`src/rtl/mux_arb_n_pkg.sv`:
```
// Shared constants for the arbitrated selector: mode encodings.
package mux_arb_pkg;

    localparam logic [1:0] MODE_RR     = 2'd0;
    localparam logic [1:0] MODE_FIXED  = 2'd1;
    localparam logic [1:0] MODE_DIRECT = 2'd2;
    localparam logic [1:0] MODE_RSVD   = 2'd3;

endpackage

```
`src/rtl/mux_arb_n_if.sv`:
```
// Handshake/bus bundle for mux_arb_n: N input channels plus one registered output channel.
interface mux_arb_n_if #(
    parameter int unsigned WIDTH  = 32,
    parameter int unsigned NUM_IN = 8
);
    localparam int unsigned SEL_W = $clog2(NUM_IN);

    logic [1:0]              mode;
    logic [SEL_W-1:0]        sel;
    logic [NUM_IN-1:0]       in_valid;
    logic [NUM_IN-1:0]       in_ready;
    logic [NUM_IN*WIDTH-1:0] in_data;
    logic                    out_valid;
    logic                    out_ready;
    logic [WIDTH-1:0]        out_data;
    logic [SEL_W-1:0]        out_src;

    // Arbiter side
    modport slave (
        input  mode, sel, in_valid, in_data, out_ready,
        output in_ready, out_valid, out_data, out_src
    );

    // Source/sink side
    modport master (
        output mode, sel, in_valid, in_data, out_ready,
        input  in_ready, out_valid, out_data, out_src
    );

endinterface

```
`src/rtl/mux_arb_n_rr_priority_pick.sv`:
```
// Combinational rotating priority picker: first set request at or after 'start',
// wrapping modulo NUM_IN. With start=0 it is a plain lowest-index-wins picker.
module rr_priority_pick #(
    parameter int unsigned NUM_IN = 8
) (
    input  logic [NUM_IN-1:0]         req,
    input  logic [$clog2(NUM_IN)-1:0] start,
    output logic [NUM_IN-1:0]         grant,
    output logic [$clog2(NUM_IN)-1:0] idx
);
    localparam int unsigned IDX_W = $clog2(NUM_IN);

    logic [NUM_IN-1:0] rot;
    logic              found;
    int unsigned       ff;
    int unsigned       j;
    int unsigned       abs_idx;

    // Rotate so 'start' sits at bit 0, find first set, then rotate the index back.
    // Modulo is done by conditional subtract so non-power-of-2 sizes wrap correctly.
    always_comb begin
        rot     = '0;
        found   = 1'b0;
        ff      = 0;
        j       = 0;
        abs_idx = 0;
        for (int unsigned i = 0; i < NUM_IN; i++) begin
            j = i + int'(start);
            if (j >= NUM_IN) j = j - NUM_IN;
            rot[i] = req[j];
        end
        for (int unsigned i = 0; i < NUM_IN; i++) begin
            if (!found && rot[i]) begin
                found = 1'b1;
                ff    = i;
            end
        end
        abs_idx = ff + int'(start);
        if (abs_idx >= NUM_IN) abs_idx = abs_idx - NUM_IN;
        idx   = found ? IDX_W'(abs_idx) : '0;
        grant = '0;
        if (found) grant[idx] = 1'b1;
    end

endmodule

```
`src/rtl/mux_arb_n.sv`:
```
// N-input arbitrated selector with single-entry registered output and valid/ready
// handshakes on both sides. Round-robin, fixed-priority or direct-select arbitration.
module mux_arb_n
    import mux_arb_pkg::*;
#(
    parameter int unsigned WIDTH  = 32,
    parameter int unsigned NUM_IN = 8
) (
    input  logic       clock,
    input  logic       reset_n,
    mux_arb_n_if.slave bus
);
    localparam int unsigned SEL_W = $clog2(NUM_IN);

    logic [SEL_W-1:0]  ptr_q, ptr_d;
    logic              out_valid_q, out_valid_d;
    logic [WIDTH-1:0]  out_data_q, out_data_d;
    logic [SEL_W-1:0]  out_src_q, out_src_d;

    logic [SEL_W-1:0]  start;
    logic [NUM_IN-1:0] pick_grant;
    logic [SEL_W-1:0]  pick_idx;
    logic [NUM_IN-1:0] dir_grant;
    logic [NUM_IN-1:0] grant;
    logic [SEL_W-1:0]  grant_idx;
    logic              load;
    logic              xfer;
    logic [WIDTH-1:0]  sel_data;

    // Search origin: rr pointer in round-robin, channel 0 for fixed priority.
    always_comb begin
        start = (bus.mode == MODE_RR) ? ptr_q : '0;
    end

    rr_priority_pick #(.NUM_IN(NUM_IN)) u_pick (
        .req   (bus.in_valid),
        .start (start),
        .grant (pick_grant),
        .idx   (pick_idx)
    );

    // Direct select: only the addressed channel can win; out-of-range sel matches nothing.
    always_comb begin
        dir_grant = '0;
        for (int unsigned i = 0; i < NUM_IN; i++) begin
            dir_grant[i] = bus.in_valid[i] && (bus.sel == SEL_W'(i));
        end
    end

    // Mode decode into a single one-hot grant and its index.
    always_comb begin
        grant     = '0;
        grant_idx = '0;
        case (bus.mode)
            MODE_RR, MODE_FIXED: begin
                grant     = pick_grant;
                grant_idx = pick_idx;
            end
            MODE_DIRECT: begin
                grant     = dir_grant;
                grant_idx = bus.sel;
            end
            default: begin
                grant     = '0;
                grant_idx = '0;
            end
        endcase
    end

    // Handshake: the output register can take a word when empty or being drained.
    always_comb begin
        load         = !out_valid_q || bus.out_ready;
        bus.in_ready = (reset_n && load) ? grant : '0;
        xfer         = |bus.in_ready;
    end

    // One-hot data mux over the granted channel.
    always_comb begin
        sel_data = '0;
        for (int unsigned i = 0; i < NUM_IN; i++) begin
            sel_data = sel_data | (bus.in_data[i*WIDTH +: WIDTH] & {WIDTH{grant[i]}});
        end
    end

    // Next state for output register and rr pointer; everything holds while stalled.
    always_comb begin
        out_valid_d = out_valid_q;
        out_data_d  = out_data_q;
        out_src_d   = out_src_q;
        ptr_d       = ptr_q;
        if (load) begin
            out_valid_d = xfer;
            if (xfer) begin
                out_data_d = sel_data;
                out_src_d  = grant_idx;
            end
        end
        if (xfer && (bus.mode == MODE_RR)) begin
            ptr_d = (grant_idx == SEL_W'(NUM_IN - 1)) ? '0 : grant_idx + 1'b1;
        end
    end

    // State registers with asynchronous clear.
    always_ff @(posedge clock or negedge reset_n) begin
        if (!reset_n) begin
            out_valid_q <= 1'b0;
            out_data_q  <= '0;
            out_src_q   <= '0;
            ptr_q       <= '0;
        end else begin
            out_valid_q <= out_valid_d;
            out_data_q  <= out_data_d;
            out_src_q   <= out_src_d;
            ptr_q       <= ptr_d;
        end
    end

    // Drive registered outputs onto the bus.
    always_comb begin
        bus.out_valid = out_valid_q;
        bus.out_data  = out_data_q;
        bus.out_src   = out_src_q;
    end

endmodule

```
`src/flat_wrapper.sv`:
```
// flat-port wrapper written by rule: the top's interface ports become plain ports
module mux_arb_n_flat import mux_arb_pkg::*;
#(
    parameter int unsigned WIDTH  = 32,
    parameter int unsigned NUM_IN = 8
)
  (clock, reset_n, bus_mode, bus_sel, bus_in_valid, bus_in_data, bus_out_ready, bus_in_ready, bus_out_valid, bus_out_data, bus_out_src);
  mux_arb_n_if #(.WIDTH(WIDTH), .NUM_IN(NUM_IN)) bus_i ();
  input  logic clock;
  input  logic reset_n;
  input wire logic [$bits(bus_i.mode)-1:0] bus_mode;
  input wire logic [$bits(bus_i.sel)-1:0] bus_sel;
  input wire logic [$bits(bus_i.in_valid)-1:0] bus_in_valid;
  input wire logic [$bits(bus_i.in_data)-1:0] bus_in_data;
  input wire logic [$bits(bus_i.out_ready)-1:0] bus_out_ready;
  output wire logic [$bits(bus_i.in_ready)-1:0] bus_in_ready;
  output wire logic [$bits(bus_i.out_valid)-1:0] bus_out_valid;
  output wire logic [$bits(bus_i.out_data)-1:0] bus_out_data;
  output wire logic [$bits(bus_i.out_src)-1:0] bus_out_src;
  assign bus_i.mode = bus_mode;
  assign bus_i.sel = bus_sel;
  assign bus_i.in_valid = bus_in_valid;
  assign bus_i.in_data = bus_in_data;
  assign bus_i.out_ready = bus_out_ready;
  assign bus_in_ready = bus_i.in_ready;
  assign bus_out_valid = bus_i.out_valid;
  assign bus_out_data = bus_i.out_data;
  assign bus_out_src = bus_i.out_src;
  mux_arb_n #(.WIDTH(WIDTH), .NUM_IN(NUM_IN)) u_core (.clock(clock), .reset_n(reset_n), .bus(bus_i));
endmodule
```
`config.mk`:
```
export PLATFORM = sky130hd
export DESIGN_NAME = mux_arb_n_flat
export DESIGN_NICKNAME = d
export VERILOG_FILES = /design/src/rtl/mux_arb_n_pkg.sv /design/src/rtl/mux_arb_n_if.sv /design/src/rtl/mux_arb_n_rr_priority_pick.sv /design/src/rtl/mux_arb_n.sv /design/src/flat_wrapper.sv
export SDC_FILE = /design/constraint.sdc
export NUM_CORES = 1
export LEC_CHECK = 0
export ABC_AREA = 0
export CORE_MARGIN = 8
export CORE_UTILIZATION = 40
export DETAILED_ROUTE_END_ITERATION = 10
export DONT_BUFFER_PORTS = 1
export GPL_ROUTABILITY_DRIVEN = 0
export GPL_TIMING_DRIVEN = 0
export SETUP_SLACK_MARGIN = 0.2
export SYNTH_ARGS = -nofsm -noshare
export SYNTH_HDL_FRONTEND = slang
export SYNTH_HIERARCHICAL = 1
export SYNTH_SLANG_ARGS = --single-unit
```
`constraint.sdc`:
```
create_clock -name clock -period 6.8 [get_ports clock]
set_input_delay 0.68 -clock clock [delete_from_list [all_inputs] [get_ports clock]]
set_output_delay 0.68 -clock clock [all_outputs]
set_load 0.05 [all_outputs]
```
Word level (Yosys, flattened, before mapping) --
Cells that the tools add are included.
Word-level totals: word-level logic and storage cells 147, memories 0, bits in writable memories 0, input bits 272, bits in latches 0, flip-flop bits (word level) 39, memory bits (read-only) 0
Cells by class: magnitude comparators 19, add/subtract/negate cells 18, bitwise logic cells 15, reductions and logical operators 32, mux-type cells 49, shift-type cells 0, equality and inequality tests 10, multipliers 0, div/mod/pow operators 0
Operator list (number):
- 2-to-1 mux 32 bit | 14
- AND 32 bit | 8
- < comparator 32 x 4 -> 1 bit, second input constant | 8
- OR 32 bit | 7
- subtractor 4 x 4 -> 5 bit, second input constant | 7
- adder 32 x 3 -> 32 bit | 1
- greater-or-equal comparator 32 x 4 -> 1 bit, second input constant | 1
- greater-or-equal comparator 4 bit, second input constant | 7
- binary-select mux 1 bit (select 3 bit) | 8
- logical AND 1 bit | 18
- 2-to-1 mux 1 bit | 18
- adder 3 x 3 -> 4 bit, first input constant | 4
- 2-to-1 mux 8 bit | 2
- case mux 8 bit (2 select lines) | 1
- equality test 3 bit, second input constant | 5
- 2-to-1 mux 3 bit | 4
- adder 2 x 3 -> 4 bit, first input constant | 2
- logical NOT 1 bit | 8
- OR reduction 8 bit | 1
- equality test 3 x 2 -> 1 bit, second input constant | 2
- case mux 3 bit (2 select lines) | 1
- subtractor 3 x 4 -> 5 bit, second input constant | 1
- adder 1 x 3 -> 4 bit, first input constant | 1
- greater-or-equal comparator 3 x 4 -> 1 bit, second input constant | 1
- 13 further kinds | 13

Depth between registers and ports, before layout --
word-level depth 46, gate-level depth with buffers 29

Modules after synthesis --
Netlist, hierarchy kept.
Modules (own cells, without submodules):
- mux_arb_n | times used 1, cells each 622, area each 5018.6 um2
- rr_priority_pick | times used 1, cells each 100, area each 865.8 um2

Worst setup path before layout --
Ideal clock, no wire load.
path kind in2out, start in bus_mode[1], end out bus_in_ready[4], arrival 6.347 ns, slack -0.227 ns, required time 6.120 ns, stages on the path 23, buffers on the path 7, path through buf_2 > nor2_1 > and2_1 > clkbuf_1 > inv_1 > ha_1 > buf_6 > mux2_2 > mux4_2 > o32ai_2 > and3_1 > buf_6 > nand2_1 > o311ai_2 > ha_1 > fa_1 > or2_2 > a211oi_2 > clkbuf_1 > clkbuf_1 > clkbuf_1 > a21oi_1 > nor2_1
Between the ends: cells in the longest elaborated chain, start to end 39, elaborated cells between the ends (all ways) 94
Ends and longest elaborated chain:
- from (decl) | RTL line flat_wrapper.sv:11 | input wire logic [$bits(bus_i.mode)-1:0] bus_mode;
- logical NOT 2 bit * | RTL line mux_arb_n.sv:32 | start = (bus.mode == MODE_RR) ? ptr_q : '0;
- 2-to-1 mux 3 bit * | RTL line mux_arb_n.sv:32
- net u_core.start[1] | RTL line mux_arb_n.sv:20 | logic [SEL_W-1:0] start;
- parallel branches: the longest is 34 deep, another holds subtractor 4 x 4 -> 5 bit
- 2-to-1 mux 8 bit * | RTL line mux_arb_n_rr_priority_pick.sv:42 | if (found) grant[idx] = 1'b1;
- net u_core.pick_grant[4] | RTL line mux_arb_n.sv:21 | logic [NUM_IN-1:0] pick_grant;
- case mux 8 bit (2 select lines) * | RTL line mux_arb_n.sv:54 | case (bus.mode)
- 2-to-1 mux 8 bit * | RTL line mux_arb_n.sv:73 | bus.in_ready = (reset_n && load) ? grant : '0;
- to (decl) | RTL line flat_wrapper.sv:16 | output wire logic [$bits(bus_i.in_ready)-1:0] bus_in_ready;
Mark *: on every way through the listed nets, which the timed path passes. The select of a mux whose other input is x is not followed.

Worst setup path after layout --
start in bus_mode[1], end out bus_in_ready[5]
The elaborated chain is that of the path after synthesis.

==> impl_metrics.yaml <==
run_status:
  status: "completed"
sta:
  drv_slew: 0
  fmax_ghz: 0.155
  rsz0062_at_grt: "false"
  setup_viol: 0
  tns_ns: 0
  finalHoldViolations: 0
  finalClockSkew_ns: 0.00798
  max_slew_margin: 0.363
  min_period_ns: 6.47
  finalCritPeriodShare: 0.952
  worst_pin_slew_ns: 0.955
  setup_slack_ns: 0.329
layout:
  area_growth_pct: 13.5
  fin_nets: 1023
  final_core_util: 0.461
  fin_cells: 932
  stdcell_area_um2: 6680
  drive_gt1_frac: 0.177
yosys:
  syn_area_per_cell_um2: 8.15
  synth_enable_flop_cells: 0
  synthTopCellsByCount: "108 x a22oi_1, 57 x clkbuf_1, 46 x a22o_1"
  synth_most_common_cell: "a22oi_1"
  syn-instance-count: 722
  ys_ff_latch: 39
  ys_seq_area_frac: 0.166
  ys_types: 69
  synthArstFlopShare: 1.00
  syn-num-nets: 999
  ys_warn_count: 6
  yosys-top-cells-area: "dfrtp_1 17%, a22oi_1 14%, a22o_1 6.8%, a221oi_1 5.7%, clkbuf_1 3.6%"
  synth.top_cell.area_share: 0.166
  netlist_area_um2: 5880
  synthFlopType: "dfrtp_1"
  synth_top_area_cell: "dfrtp_1"
route:
  drc_errors: 0
  drt_wl_total_um: 37300
  via_count: 7907
  first_pass_iters: 6
  detail-route-antenna-nets: 0
  drt_iter0_markers: 1394
  drt-wirelength-per-cell_um: 40.0
  vias_per_cell: 8.48
setup_path:
  cp.arrival_ns: 5.79
  r2r-start: "u_core/ptr_q[1]$_DFFE_PN0P_"
  critPathKind: "in2out"
  crit_fanout: 10
  worstSetupStartpointType: "primary input"
  cp-end-kind: "output port"
  crit_required_ns: 6.12
  startpoint: "bus_mode[1]"
placement:
  dp_hpwl_um: 27800
  post-place-cells: 906
  portBuffers: 0
  placed_area_um2: 6140
  dpl_worst_slack_ns: -1.31
pwr:
  irDropWorstVdd_v: 0.000249
  power-per-cell-area_nw_per_um2: 392
  p_leak_nw: 2.34
die:
  core_um2: 14500
  num_rows: 44
  io_pins: 316
  die-height_um: 137
  die_w_um: 137
  start_util: 0.406
  die_area_um2: 18800
clock_tree:
  cts_hold_buf: 0
  clk_pin_slew_worst_paths_ns: 0.07
  cts_made_buffers: 5
  cts_tree: "built"
  cts_root_buf: "clkbuf_16"
  htreeDepth: 2
  clockBufferDepth: 2
  clock_latency_ns: 0.30
  cts_sinks: 39
grt:
  grt_max_degree: 42
  first_global_vias: 7877
  grt_usage: 0.364
  grt_pass1_wl_um: 51200
  grt_overflow: 0
  antenna_found_initial: 1
run:
  drv_cap: 0
min_path:
  hold_class: "in2async"
## worst max-delay path, cell delays in order
cell,delay (ns)
buf_4,0.16
nor2_4,0.15
and2_4,0.18
buf_8,0.13
inv_4,0.06
ha_1,0.29
buf_6,0.13
mux2_2,0.36
mux4_2,0.53
o32ai_4,0.24
and3_1,0.20
buf_6,0.10
nand2_1,0.06
o311ai_2,0.27
ha_2,0.24
fa_2,0.47
nand2b_1,0.21
a211oi_2,0.15
buf_4,0.23
clkbuf_8,0.23
buf_4,0.22
a21oi_1,0.15
nor2_4,0.33
## layout by cell type (no fill, tap or decap), types with 5 or more instances in the layout
master     instances
a222oi_1           7
dfrtp_1           39
and3_1            19
buf_4             25
mux2_2            11
buf_2             16
nor2_1            15
a22o_1            46
clkbuf_8           7
and2_1            10
a22oi_1          108
a31oi_1           19
nand3_1           23
clkbuf_1          39
a221o_1            6
nor2_4             6
mux4_2             8
o21ai_0           20
nand2b_1          10
nor3b_1            6
clkbuf_16          6
a221oi_1          38
a32o_1            20
o31a_1             6
buf_6              7
o21ai_1            5
nand2_1           38
a21oi_1           25
a2111oi_0          8
o22ai_1           17
nor2b_1           16
a2111o_1           7
a31o_2             6
inv_1              5
mux2i_1           11
nand4_1            5
## cells by family (layout without fill, tap and decap cells)
kind of cell,after synthesis,after routing,share of synthesized area
other,0,1,0
AND/OR/NAND/NOR,178,178,0.167
adder cells (fa/ha/maj),5,5,0.0119
flip-flops,39,39,0.166
multiplexers,31,31,0.0729
XOR/XNOR,4,4,0.00595
AO/OA/AOI/OAI,369,369,0.503
buffers and inverters,96,121,0.0731
## final cells by class
class / instances / area (um^2)
Antenna cell: 1 / 2.50
Buffer: 89 / 593
Clock buffer: 7 / 133
Clock inverter: 1 / 5.00
Fill cell: 1472 / 7800
Inverter: 7 / 28.8
Multi-Input combinational cell: 587 / 4580
Sequential cell: 39 / 976
Tap cell: 184 / 230
Timing Repair Buffer: 17 / 128
## stage by stage
stage / hold slack, ns / total power [mW]
finish: 0.0700 / 2.61
global placement: 0.390 / 2.10
floorplan: 0.384 / 1.72
detailed placement: 0.390 / 2.13
global route: 0.0637 / 2.70
CTS: 0.0667 / 2.49
## repair_timing
action / in CTS / in global routing
gates resized for setup: 68 / 26
hold endpoints to repair: 0 / 0
pin swaps: 11 / 15
setup buffers: 4 / 13
endpoints found under the setup margin: 47 / 44
## power breakdown
group	internal [mW]	switching, mW
sequential	0.334	0.444
clock	0.136	0.114
combinational	0.685	0.901
total	1.16	1.46
## layer usage
metal	track usage	part of all wire
met5	0	0
met4	0.215	0.064
met3	0.149	0.16
met2	0.594	0.46
met1	0.391	0.32
## final timing paths
check | end | cells after the start | slack, ns
worst max-delay path | bus_in_ready[5] | 23 | 0.33
worst min-delay path | u_core/bus.out_src[1]$_DFFE_PN0P_ | 0 | 0.07
worst max register to register | u_core/bus.out_data[3]$_DFFE_PN0P_ | 25 | 0.77
worst min register to register | u_core/ptr_q[0]$_DFFE_PN0P_ | 1 | 0.51
max in group asynchronous | u_core/bus.out_data[10]$_DFFE_PN0P_ | 0 | 6.61
min in group clock | u_core/ptr_q[0]$_DFFE_PN0P_ | 1 | 0.51
## state kept, by name (all words and copies together) (netlist names)
signal / count
u_core/bus.out_data: 32
u_core/bus.out_src: 3
u_core/ptr_q: 3
u_core/bus.out_valid: 1
Power figures use the tool's default switching activity.
